--- config.mk ---
export PLATFORM = sky130hd
export DESIGN_NAME = uart_alu_ctrl
export DESIGN_NICKNAME = d
export VERILOG_FILES = /design/src/rtl/uart_alu_ctrl.sv
export SDC_FILE = /design/constraint.sdc
export NUM_CORES = 1
export LEC_CHECK = 0
export CORE_UTILIZATION = 42
export DETAILED_ROUTE_END_ITERATION = 6
export GPL_TIMING_DRIVEN = 0
export PLACE_DENSITY = 0.75
export SLEW_MARGIN = 30
export SYNTH_ARGS = -nofsm -noshare
export SYNTH_HDL_FRONTEND = slang
export SYNTH_SLANG_ARGS = --single-unit
--- constraint.sdc ---
create_clock -name clk -period 1.5 [get_ports clk]
set_clock_uncertainty 0.1 [all_clocks]
set_input_delay 0.3 -clock clk [delete_from_list [all_inputs] [get_ports clk]]
set_output_delay 0.3 -clock clk [all_outputs]
set_load 0.05 [all_outputs]
--- src/rtl/uart_alu_ctrl.sv ---
// Frame sequencer between a UART rx/tx pair and a combinational ALU.
// Collects A, B and opcode bytes, captures the ALU result and hands it to the transmitter.
module uart_alu_ctrl #(
    parameter int DATA_WIDTH    = 8,
    parameter int OP_WIDTH      = 6,
    parameter int TIMEOUT_TICKS = 640
) (
    input  logic                  clk,
    input  logic                  reset,
    input  logic                  i_ticks,
    input  logic                  i_rx_done,
    input  logic [DATA_WIDTH-1:0] i_rx_data,
    input  logic [DATA_WIDTH-1:0] i_alu_result,
    input  logic                  i_tx_done,
    output logic [DATA_WIDTH-1:0] o_alu_a,
    output logic [DATA_WIDTH-1:0] o_alu_b,
    output logic [OP_WIDTH-1:0]   o_alu_op,
    output logic [DATA_WIDTH-1:0] o_tx_data,
    output logic                  o_tx_start,
    output logic                  o_busy,
    output logic                  o_frame_err,
    output logic                  o_overrun
);

    localparam int CNT_W = $clog2(TIMEOUT_TICKS + 1);
    localparam logic [CNT_W-1:0] CNT_LAST = CNT_W'(TIMEOUT_TICKS - 1);
    localparam logic [CNT_W-1:0] CNT_ONE  = CNT_W'(1);

    typedef enum logic [2:0] {
        IDLE,
        GET_B,
        GET_OP,
        EXEC,
        SEND,
        WAIT_TX
    } state_e;

    state_e                  state_q;
    logic [CNT_W-1:0]        cnt_q;
    logic [DATA_WIDTH-1:0]   alu_a_q;
    logic [DATA_WIDTH-1:0]   alu_b_q;
    logic [OP_WIDTH-1:0]     alu_op_q;
    logic [DATA_WIDTH-1:0]   tx_data_q;
    logic                    tx_start_q;
    logic                    busy_q;
    logic                    frame_err_q;
    logic                    overrun_q;

    always_ff @(posedge clk) begin
        if (!reset) begin
            state_q     <= IDLE;
            cnt_q       <= '0;
            alu_a_q     <= '0;
            alu_b_q     <= '0;
            alu_op_q    <= '0;
            tx_data_q   <= '0;
            tx_start_q  <= 1'b0;
            busy_q      <= 1'b0;
            frame_err_q <= 1'b0;
            overrun_q   <= 1'b0;
        end else begin
            // NOTE: pulse outputs default low here so each one lasts exactly one cycle;
            // all state uses <= so every register sees the pre-edge values.
            tx_start_q  <= 1'b0;
            frame_err_q <= 1'b0;
            overrun_q   <= 1'b0;
            cnt_q       <= '0;

            case (state_q)
                IDLE: begin
                    if (i_rx_done) begin
                        alu_a_q <= i_rx_data;
                        state_q <= GET_B;
                        busy_q  <= 1'b1;
                    end
                end

                GET_B, GET_OP: begin
                    // A byte arriving on the terminal tick wins over the timeout.
                    if (i_rx_done) begin
                        if (state_q == GET_B) begin
                            alu_b_q <= i_rx_data;
                            state_q <= GET_OP;
                        end else begin
                            alu_op_q <= i_rx_data[OP_WIDTH-1:0];
                            state_q  <= EXEC;
                        end
                    end else if (i_ticks && cnt_q == CNT_LAST) begin
                        state_q     <= IDLE;
                        busy_q      <= 1'b0;
                        frame_err_q <= 1'b1;
                    end else if (i_ticks) begin
                        cnt_q <= cnt_q + CNT_ONE;
                    end else begin
                        cnt_q <= cnt_q;
                    end
                end

                EXEC: begin
                    tx_data_q  <= i_alu_result;
                    tx_start_q <= 1'b1;
                    overrun_q  <= i_rx_done;
                    state_q    <= SEND;
                end

                SEND: begin
                    overrun_q <= i_rx_done;
                    state_q   <= WAIT_TX;
                end

                WAIT_TX: begin
                    overrun_q <= i_rx_done;
                    if (i_tx_done) begin
                        state_q <= IDLE;
                        busy_q  <= 1'b0;
                    end
                end

                default: begin
                    state_q <= IDLE;
                    busy_q  <= 1'b0;
                end
            endcase
        end
    end

    assign o_alu_a     = alu_a_q;
    assign o_alu_b     = alu_b_q;
    assign o_alu_op    = alu_op_q;
    assign o_tx_data   = tx_data_q;
    assign o_tx_start  = tx_start_q;
    assign o_busy      = busy_q;
    assign o_frame_err = frame_err_q;
    assign o_overrun   = overrun_q;

endmodule

==> results <==
critical path: cells and delay by family (launching register included):
family	cells	cell delay, ps
and+or+nand+nor	2	740
DFF	1	380
AOI/OAI and AO/OA	1	60
buffers and inverters	1	130
power by group:
part	total, µW	switching (µW)	internal [µW]
Clock	960	421	539
Combinational	463	259	204
Sequential	1310	28.6	1280
Total	2740	708	2030
worst paths after layout:
| check | start | endpoint | slack [ps] | cells past startpoint |
|---|---|---|---|---|
| hold / removal | reset | o_overrun | 230 | 3 |
| setup reg to reg | state_q[1] | o_alu_a[1] | -40 | 4 |
| hold reg to reg | o_alu_a[4] | o_alu_a[4] | 370 | 2 |
| setup / recovery | state_q[1] | o_alu_a[1] | -40 | 4 |
state kept, by name (all words and copies together) (netlist names):
signal and cells:
o_tx_data 8, o_frame_err 1, o_tx_start 1, state_q 3, o_alu_b 8, o_alu_op 6
o_overrun 1, o_alu_a 8, o_busy 1, cnt_q 10
per-layer routing:
layer | share of wire | track usage
met1 | 0.44 | 0.249
met2 | 0.47 | 0.289
met5 | 0 | 0
met3 | 0.055 | 0.0625
met4 | 0.035 | 0.0844
stage by stage:
step                TNS, ps  hold WS (ps)  std cells
finish                 -206           234        322
floorplan                 0           316        200
global placement     -18540           342        305
global route          -1200           240        322
CTS                    -465           275        319
detailed placement   -18930           346        305
kinds of logic after synthesis:
logic type / synth area share
flops: 0.488
fa+ha+maj: 0.00649
xor+xnor: 0.0227
mux: 0.119
compound gates: 0.113
buf+inv: 0.0467
simple gates: 0.204
cells in the mapped netlist (3+ instances only):
cell type	instances	share of area
xnor2_1	3	0.014
nor3_2	3	0.016
dfxtp_1	47	0.49
and3_1	3	0.0097
buf_2	6	0.016
nand2_1	21	0.041
a21oi_1	16	0.042
nand4_1	3	0.0097
mux2i_1	23	0.12
clkbuf_1	5	0.0097
inv_1	3	0.0058
nor2_1	26	0.051
cell type report:
cell class | count | area [µm²] | share of cell area
Buffer | 9 | 68.8 | 0.0235
Sequential cell | 47 | 953 | 0.326
Clock buffer | 6 | 82.6 | 0.0282
Timing Repair Buffer | 67 | 701 | 0.239
Tap cell | 52 | 65.1 | 0.0222
Inverter | 4 | 15.0 | 0.00513
Multi-Input combinational cell | 135 | 1010 | 0.344
Clock inverter | 2 | 35.0 | 0.0120
repair_timing:
action | 4_1_cts | 5_1_grt
resized for setup | 123 | 30
pin swaps | 6 | 13
endpoints found under the hold margin | 0 | 0
setup buffers | 9 | 3
gates cloned | 1 | 1
setup endpoints to repair | 77 | 40
==> metrics.yaml <==
run_status:
  status: "finished, violations left"
  failed_checks: "negative setup slack"
logic_synthesis:
  synth_fp_nets: 222
  yosysUniqueCellTypes: 44
  yosys_warnings: 0
  syn_inst: 200
  synth-edff-count: 0
  async_reset_ff_frac: 0
  ys_ff_latch: 47
  avgSynthCellArea_um2: 9.64
  syn_area_um2: 1930
  yosys_most_used_dff: "dfxtp_1"
  yosysSeqAreaShare: 0.488
pwr:
  power_leakage_uw: 0.00109
  power_uw: 2740
  p_per_area_nw_per_um2: 934
  vdd_drop_max_mv: 0.698
timing:
  final.setup.worst_slack_ps: -37.9
  slew_headroom: 0.646
  rsz0062_at_grt: "true"
  min_period_over_period: 1.03
  setup-violations-final: 12
  hold_viol: 0
  fmax_mhz: 650
  worst_pin_slew_ps: 531
  min_period_ps: 1540
  slew_viol_final: 0
setup_path:
  cp-start-kind: "flop"
  path_cells: "buf_6, or4b_4, nand2_2, a21oi_1"
  critPathKind: "flop to flop"
  slowest_delay_ps: 630
  cpMaxStageDelayCell: "or4b_4"
  crit_fanout: 8
  required_ps: 1570
  cp.arrival_ps: 1610
  timing.critical_path.to_type: "flop"
cells_and_area:
  final_nets: 291
  nFillCells: 341
  syn_to_final_growth_pct: 51.9
  final_common_cell: "dfxtp_1"
  final_cell_mix: "41 x dfxtp_1, 33 x clkdlybuf4s15_2, 25 x nor2_1"
  antenna_cells: 0
  postLayoutCoreUtil: 0.668
  final_area_um2: 2930
  drive_above_1_share: 0.367
route:
  first_pass_iters: 4
  drc: 0
  wl_mm: 4.82
  via_per_inst: 5.33
  vias: 1716
  drtIter0Drc: 72
  ant_nets: 0
  wl_per_cell_um: 15.0
clocking:
  clock_latency_ps: 300
  clk_pin_slew_ps: 90
  cts_hold_buf: 0
  h-tree-depth: 2
  cts_tree: "done"
  cts.path.max_buffers: 2
  cts_buffers: 5
  cts_sinks: 47
  cts_root_buffer: "clkbuf_8"
flow_run:
  maxCapViolations: 0
die:
  dieArea_um2: 4870
  rows: 24
  start_util: 0.440
  io_pins: 55
  die_x_um: 69.8
  die_h_um: 69.8
  core_area_um2: 4380
place:
  post_dp_cell_area_um2: 2520
  pre_cts_ws_ps: -668
  io_buffers: 53
  place.gp.congestion: 0.772
  dp_hpwl_mm: 2.93
global_route:
  antenna_found_initial: 0
  grt_pass1_vias: 1478
  overflow: 0
  grt_max_degree: 15
  grt_pass1_wl_mm: 7.27
  track_usage: 0.191
hold_path:
  hold_path_class: "input pin to flop"
(Power assumes the default switching activity.)
